### src/rtl/pipe_seq_pkg.sv
`default_nettype none
// ============================================================================
// Module   : pipe_seq_pkg
// Purpose  : Shared types and limits for the pipeline sequencer block.
//            Holds the sequencer state encoding and the legal parameter
//            ranges.
// Contents : seq_state_e          - 3-bit sequencer state encoding
//            c_NUM_STAGES_MIN/MAX - legal NUM_STAGES range
//            c_FETCH_LAT_MIN/MAX  - legal FETCH_LAT range
//            c_FILL_CNT_W         - width of the FILL down-counter
// Revision : 1.0 - initial release
// ============================================================================
package pipe_seq_pkg;

    typedef enum logic [2:0] {
        BOOT  = 3'd0,
        FILL  = 3'd1,
        RUN   = 3'd2,
        DRAIN = 3'd3,
        IDLE  = 3'd4
    } seq_state_e;

    localparam int c_NUM_STAGES_MIN = 2;
    localparam int c_NUM_STAGES_MAX = 8;
    localparam int c_FETCH_LAT_MIN  = 1;
    localparam int c_FETCH_LAT_MAX  = 4;

    // The counter must be able to hold the largest legal FETCH_LAT value.
    localparam int c_FILL_CNT_W     = $clog2(c_FETCH_LAT_MAX + 1);

endpackage : pipe_seq_pkg
`default_nettype wire

### src/rtl/pipe_valid_shifter.sv
`default_nettype none
// ============================================================================
// Module   : pipe_valid_shifter
// Purpose  : Holds the per-stage valid bits of the pipeline. Each enabled
//            stage loads the valid bit of the stage behind it; a stalled
//            stage keeps its own bit and feeds a bubble forward. A flush
//            kills every stage up to and including FLUSH_STAGE on the next
//            edge, while the branch in FLUSH_STAGE itself moves on.
// Ports    : clk         - clock, rising edge
//            rst_n       - asynchronous active-low reset
//            stage_en    - per-stage register enable
//            issue       - new instruction enters stage 0
//            flush       - kill the wrong-path stages
//            stage_valid - current valid vector
// Revision : 1.0 - initial release
// ============================================================================
module pipe_valid_shifter
    import pipe_seq_pkg::*;
#(
    parameter int NUM_STAGES  = 4,
    parameter int FLUSH_STAGE = 1
) (
    input  logic                  clk,
    input  logic                  rst_n,
    input  logic [NUM_STAGES-1:0] stage_en,
    input  logic                  issue,
    input  logic                  flush,
    output logic [NUM_STAGES-1:0] stage_valid
);

    logic [NUM_STAGES-1:0] r_valid;
    logic [NUM_STAGES-1:0] w_next;

    always_comb begin
        w_next    = '0;
        w_next[0] = issue;
        // A stage whose predecessor is stalled receives a bubble.
        for (int i = 1; i < NUM_STAGES; i++) begin
            w_next[i] = stage_en[i-1] & r_valid[i-1];
        end
        // Everything younger than the branch is wrong-path; the slot the
        // branch vacates is cleared too, since it refills from stage below.
        if (flush) begin
            for (int i = 0; i <= FLUSH_STAGE; i++) begin
                w_next[i] = 1'b0;
            end
        end
    end

    always_ff @(posedge clk or negedge rst_n) begin
        if (!rst_n) begin
            r_valid <= '0;
        end else begin
            for (int i = 0; i < NUM_STAGES; i++) begin
                if (stage_en[i]) begin
                    r_valid[i] <= w_next[i];
                end
            end
        end
    end

    assign stage_valid = r_valid;

endmodule : pipe_valid_shifter
`default_nettype wire

### src/rtl/pipeline_sequencer.sv
`default_nettype none
// ============================================================================
// Module   : pipeline_sequencer
// Purpose  : Control sequencer for an in-order pipeline. Boots the PC,
//            waits out the fetch latency, issues instructions into stage 0,
//            handles load-use stalls, branch flushes and halt/drain/resume.
// Ports    : clk, rst_n    - clock (rising) / async active-low reset
//            hazard_stall  - stage 0 cannot accept an operand this cycle
//            flush         - taken branch resolved in FLUSH_STAGE
//            halt_req      - stop issuing and drain
//            go            - leave the halted state
//            load_pc       - PC register load strobe (boot only)
//            sel_pc_boot   - PC mux selects the boot vector
//            issue         - fetch word enters stage 0 this edge
//            stage_en      - per-stage register enable
//            stage_valid   - per-stage valid bit
//            halted        - pipeline empty and idle
//            seq_state     - current state (seq_state_e encoding)
//            cyc_cnt, stall_cnt, flush_cnt - 32-bit performance counters,
//                            present only when PIPE_SEQ_PERF_EN is defined
// Macro    : PIPE_SEQ_PERF_EN - enables the performance counters
// Revision : 1.0 - initial release
// ============================================================================
module pipeline_sequencer
    import pipe_seq_pkg::*;
#(
    parameter int NUM_STAGES  = 4,
    parameter int FETCH_LAT   = 2,
    parameter int FLUSH_STAGE = 1
) (
    input  logic                  clk,
    input  logic                  rst_n,
    input  logic                  hazard_stall,
    input  logic                  flush,
    input  logic                  halt_req,
    input  logic                  go,
    output logic                  load_pc,
    output logic                  sel_pc_boot,
    output logic                  issue,
    output logic [NUM_STAGES-1:0] stage_en,
    output logic [NUM_STAGES-1:0] stage_valid,
    output logic                  halted,
    output logic [2:0]            seq_state
`ifdef PIPE_SEQ_PERF_EN
    ,
    output logic [31:0]           cyc_cnt,
    output logic [31:0]           stall_cnt,
    output logic [31:0]           flush_cnt
`endif
);

    localparam logic [c_FILL_CNT_W-1:0] c_FILL_LOAD = c_FILL_CNT_W'(FETCH_LAT);

    seq_state_e              r_state;
    logic [c_FILL_CNT_W-1:0] r_fill_cnt;
    logic                    r_load_pc;
    logic                    r_sel_pc_boot;
    logic                    r_halted;

    logic                    w_flush_act;
    logic                    w_stall;
    logic                    w_issue;
    logic [NUM_STAGES-1:0]   w_stage_en;
    logic [NUM_STAGES-1:0]   w_stage_valid;

    // A flush only matters while instructions may be in flight.
    assign w_flush_act = flush &&
                         ((r_state == FILL) || (r_state == RUN) || (r_state == DRAIN));

    // Flush wins over a stall: the stalled operand is wrong-path anyway.
    assign w_stall = (r_state == RUN) && hazard_stall && !flush;

    assign w_issue = (r_state == RUN) && !hazard_stall && !flush && !halt_req;

    assign w_stage_en = (r_state == IDLE) ? '0
                                          : {{(NUM_STAGES-1){1'b1}}, ~w_stall};

    // ------------------------------------------------------------------
    // Sequencer FSM. BOOT is held through reset with load_pc low; the
    // first edge after reset raises load_pc, the second moves to FILL, so
    // exactly one cycle carries the boot-vector load.
    // ------------------------------------------------------------------
    always_ff @(posedge clk or negedge rst_n) begin
        if (!rst_n) begin
            r_state       <= BOOT;
            r_fill_cnt    <= '0;
            r_load_pc     <= 1'b0;
            r_sel_pc_boot <= 1'b0;
            r_halted      <= 1'b0;
        end else begin
            r_load_pc     <= 1'b0;
            r_sel_pc_boot <= 1'b0;
            r_halted      <= 1'b0;
            unique case (r_state)
                BOOT: begin
                    if (!r_load_pc) begin
                        r_load_pc     <= 1'b1;
                        r_sel_pc_boot <= 1'b1;
                    end else begin
                        r_state    <= FILL;
                        r_fill_cnt <= c_FILL_LOAD;
                    end
                end
                FILL: begin
                    if (w_flush_act) begin
                        r_fill_cnt <= c_FILL_LOAD;
                    end else if (halt_req) begin
                        r_state    <= DRAIN;
                        r_fill_cnt <= '0;
                    end else if (r_fill_cnt <= c_FILL_CNT_W'(1)) begin
                        r_state    <= RUN;
                        r_fill_cnt <= '0;
                    end else begin
                        r_fill_cnt <= r_fill_cnt - 1'b1;
                    end
                end
                RUN: begin
                    if (w_flush_act) begin
                        r_state    <= FILL;
                        r_fill_cnt <= c_FILL_LOAD;
                    end else if (halt_req) begin
                        r_state    <= DRAIN;
                    end
                end
                DRAIN: begin
                    if (w_stage_valid == '0) begin
                        r_state  <= IDLE;
                        r_halted <= 1'b1;
                    end
                end
                IDLE: begin
                    // Resume from the current PC: no load_pc here.
                    if (go) begin
                        r_state    <= FILL;
                        r_fill_cnt <= c_FILL_LOAD;
                    end else begin
                        r_halted <= 1'b1;
                    end
                end
                default: begin
                    r_state    <= BOOT;
                    r_fill_cnt <= '0;
                end
            endcase
        end
    end

    pipe_valid_shifter #(
        .NUM_STAGES  (NUM_STAGES),
        .FLUSH_STAGE (FLUSH_STAGE)
    ) u_valid_shifter (
        .clk         (clk),
        .rst_n       (rst_n),
        .stage_en    (w_stage_en),
        .issue       (w_issue),
        .flush       (w_flush_act),
        .stage_valid (w_stage_valid)
    );

    assign load_pc     = r_load_pc;
    assign sel_pc_boot = r_sel_pc_boot;
    assign issue       = w_issue;
    assign stage_en    = w_stage_en;
    assign stage_valid = w_stage_valid;
    assign halted      = r_halted;
    assign seq_state   = r_state;

`ifdef PIPE_SEQ_PERF_EN
    logic [31:0] r_cyc_cnt;
    logic [31:0] r_stall_cnt;
    logic [31:0] r_flush_cnt;

    // Free-running counters; natural 32-bit wrap.
    always_ff @(posedge clk or negedge rst_n) begin
        if (!rst_n) begin
            r_cyc_cnt   <= '0;
            r_stall_cnt <= '0;
            r_flush_cnt <= '0;
        end else begin
            r_cyc_cnt <= r_cyc_cnt + 32'd1;
            if (w_stall) begin
                r_stall_cnt <= r_stall_cnt + 32'd1;
            end
            if (w_flush_act) begin
                r_flush_cnt <= r_flush_cnt + 32'd1;
            end
        end
    end

    assign cyc_cnt   = r_cyc_cnt;
    assign stall_cnt = r_stall_cnt;
    assign flush_cnt = r_flush_cnt;
`endif

endmodule : pipeline_sequencer
`default_nettype wire

### config.mk
export PLATFORM = sky130hd
export DESIGN_NAME = pipeline_sequencer
export DESIGN_NICKNAME = d
export VERILOG_FILES = /design/src/rtl/pipe_seq_pkg.sv /design/src/rtl/pipe_valid_shifter.sv /design/src/rtl/pipeline_sequencer.sv
export SDC_FILE = /design/constraint.sdc
export NUM_CORES = 1
export LEC_CHECK = 0
export CAP_MARGIN = 10
export CORE_MARGIN = 1
export CORE_UTILIZATION = 48
export DETAILED_ROUTE_END_ITERATION = 6
export PLACE_DENSITY = 0.81
export SYNTH_ARGS = -nofsm -noshare
export SYNTH_HDL_FRONTEND = slang
export SYNTH_HIERARCHICAL = 1
export SYNTH_SLANG_ARGS = --single-unit
### constraint.sdc
create_clock -name clk -period 4.3 [get_ports clk]
set_input_delay 0.86 -clock clk [delete_from_list [all_inputs] [get_ports clk]]
set_output_delay 0.86 -clock clk [all_outputs]
set_load 0.02 [all_outputs]
==> impl_metrics.ini <==
[status]
status = complete, no violations

[final_layout]
finalNonFillerCells = 110
final_nets = 105
drive_gt1_share_pct = 4.211
fin_util_pct = 68.11
area_growth_pct = 28.95
fillers = 113
antenna_cells = 0

[clock_tree]
htreeDepth = 1
cts_resized = 0
cts_made_buffers = 3
postCtsHoldBufs = 0
clock-sinks = 12
cts_tree = done
cts_buffer_depth = 2
clock-root-buffer = clkbuf_4
clkTransAtPathRegs_ns = 0.07
insertion_delay_ns = 0.26
post-cts-setup-buffers = 0

[floorplanning]
core_um2 = 1334
num_io_pins = 21
die_x_um = 40.31
die-height_um = 40.31
start_util_pct = 52.81
rows = 13
dieArea_um2 = 1625

[yosys]
synth_area_leaders = dfrtp_1, inv_1, nor2_1
yosysWarningCount = 6
synth_top_family_by_area = simple AND/OR/NAND/NOR gates
synth.avg_cell_area_um2 = 9.031
ys_seq_area_share_pct = 42.63
synthesis.instances = 78
synth_edf_count = 0
synthXorXnorAreaFrac_pct = 0
synth_compound_gate_area_share_pct = 17.94
synth_top_area_cell = dfrtp_1
ys_seq_elements = 12
ys_types = 26
synthMuxAreaShare_pct = 0
netlist_area_um2 = 704.4
async_flop_share_pct = 100.0
netlist.area_leader.share_pct = 42.63
synth_ff_type = dfrtp_1
synth_nets = 86
synthAdderAreaFrac_pct = 3.552
yosys.area_share.simple_pct = 26.29

[setup_path]
start_kind = input pin
rr_worst_depth = 4
cp.required_ns = 3.44
crit_slowest_cell = clkdlybuf4s50_1
r2r_slack_ns = 2.60
r2r_start = seq_state[1]
r2r_end = r_fill_cnt[1]
critPathKind = input pin to primary output
path_cells = clkdlybuf4s50_1 > nor4_1 > nor2b_1 > clkdlybuf4s50_1
arrival_ns = 2.61
cpPeakStageDelay_ns = 0.63
cpMostUsedCell = clkdlybuf4s50_1
cp-end-kind = primary output
path_max_fanout = 6

[sta]
final_hold_viol_count = 0
whs_ns = 0.5144
fin_crit_sh_pct = 80.63
worst_pin_slew_ns = 0.6740
fin_skew_ns = 0.001663
setup_tns_ns = 0
min_period_ns = 3.467
layout_setup_ws_ns = 0.8331
fmax_mhz = 288.4
slew_viol_final = 0
setup_violations = 0
max_slew_margin_pct = 54.65
rsz0062_at_grt = no

[place]
pre_cts_ws_ns = 0.8485
dpl.hpwl_um = 1212
routabilityCongestion = 0.7933
dpl.cell_count = 107
port_buffers = 20

[job]
maxCapViolCount = 0

[global_routing]
grt_pass1_wl_um = 2311
grt_pass1_vias = 496
grtUsageTotal_pct = 21.88
grt.overflow.total = 0
grt_max_degree = 17
antenna_found_initial = 0

[worst_hold_path]
hp-start = sel_pc_boot
holdPathEnd = sel_pc_boot
hold_class = flop to flop
whs_path_depth = 1

[power]
irDropWorstVdd_mv = 0.2816
p_per_area_nw_per_um2 = 624.9
p_leak_nw = 0.3915

[route]
drc = 0
routed_wl_um = 1615
wl_per_cell_um = 14.68
ant_nets = 0
viasPerCell = 5.864
drt_iter0_drc = 20
vias = 645
drt-pass1-iter-count = 4
==> stage by stage <==
| stage | total power, mW | instance area, um2 |
|---|---|---|
| after floorplan | 0.4034 | 704.4 |
| after global placement | 0.4941 | 885.9 |
| after detailed placement | 0.5017 | 885.9 |
| after CTS | 0.5713 | 908.4 |
| after global routing | 0.6114 | 908.4 |
| final | 0.5676 | 908.4 |
==> sequential cells by signal (all words and copies together), names as in the netlist <==
name / flops
halted: 1
r_fill_cnt: 3
sel_pc_boot: 1
seq_state: 3
u_valid_shifter/stage_valid: 4
==> area by class of cell <==
| class | instances | area, um2 | area share, % |
|---|---|---|---|
| inverters | 8 | 30.03 | 3.306 |
| repair buffers | 20 | 200.2 | 22.04 |
| flip-flops and latches | 12 | 300.3 | 33.06 |
| multi-input cells | 52 | 336.6 | 37.05 |
| clock buffers | 3 | 22.52 | 2.479 |
| well taps | 15 | 18.77 | 2.066 |
==> cell usage after synthesis (2+ instances only) <==
cell type	instances
dfrtp_1	12
inv_1	8
nor2_1	7
nand2_1	6
nand3_1	4
nor4_1	4
o21ai_0	4
buf_2	3
buf_4	3
nand2b_1	3
nor4b_1	3
a41o_1	2
ha_1	2
nand3b_1	2
nor3_1	2
nor3b_1	2
o31ai_1	2
==> cell usage in the layout (no fill, tap or decap) <==
cell type	n
clkdlybuf4s50_1	20
dfrtp_1	12
inv_1	8
nor2_1	7
nand2_1	6
nand3_1	4
o21ai_0	4
nor4_1	4
nand2b_1	3
nor4b_1	3
clkbuf_4	3
nor3b_1	2
a41o_1	2
nor3_1	2
o31ai_1	2
nand3b_1	2
ha_1	2
nor2b_1	1
o21ba_2	1
a311oi_1	1
o21bai_1	1
a311o_1	1
o31a_1	1
a32oi_1	1
a211o_1	1
o32ai_1	1
==> how the worst max path moves through the flow <==
stage,endpoint,cells past startpoint,startpoint
global route,issue,4,flush
floorplan,issue,2,halt_req
finish,issue,4,flush
detailed placement,issue,4,flush
CTS,issue,4,halt_req
global placement,issue,4,halt_req
==> cell families after synthesis <==
family / after synthesis
AOI/OAI and AO/OA: 16
DFF: 12
buffers and inverters: 14
adders and majority gates: 2
and+or+nand+nor: 34
==> critical path, delay by kind of cell <==
family	cells	cell delay (ns)
AND/OR/NAND/NOR	2	0.63
buffers and inverters	2	1.12
==> where the power goes <==
group	internal (mW)	switching (mW)	total (mW)
combinational	0.140	0.155	0.295
sequential	0.146	0.0597	0.205
clock	0.0323	0.0350	0.0673
total	0.318	0.250	0.568
==> routing by layer <==
layer	global-route usage [%]	vias up	wire length, um
li1	-	317	-
met1	29.79	309	746
met2	36.29	19	802
met3	6.667	0	66
met4	0	0	0
met5	0	-	0
(Power assumes the default switching activity.)
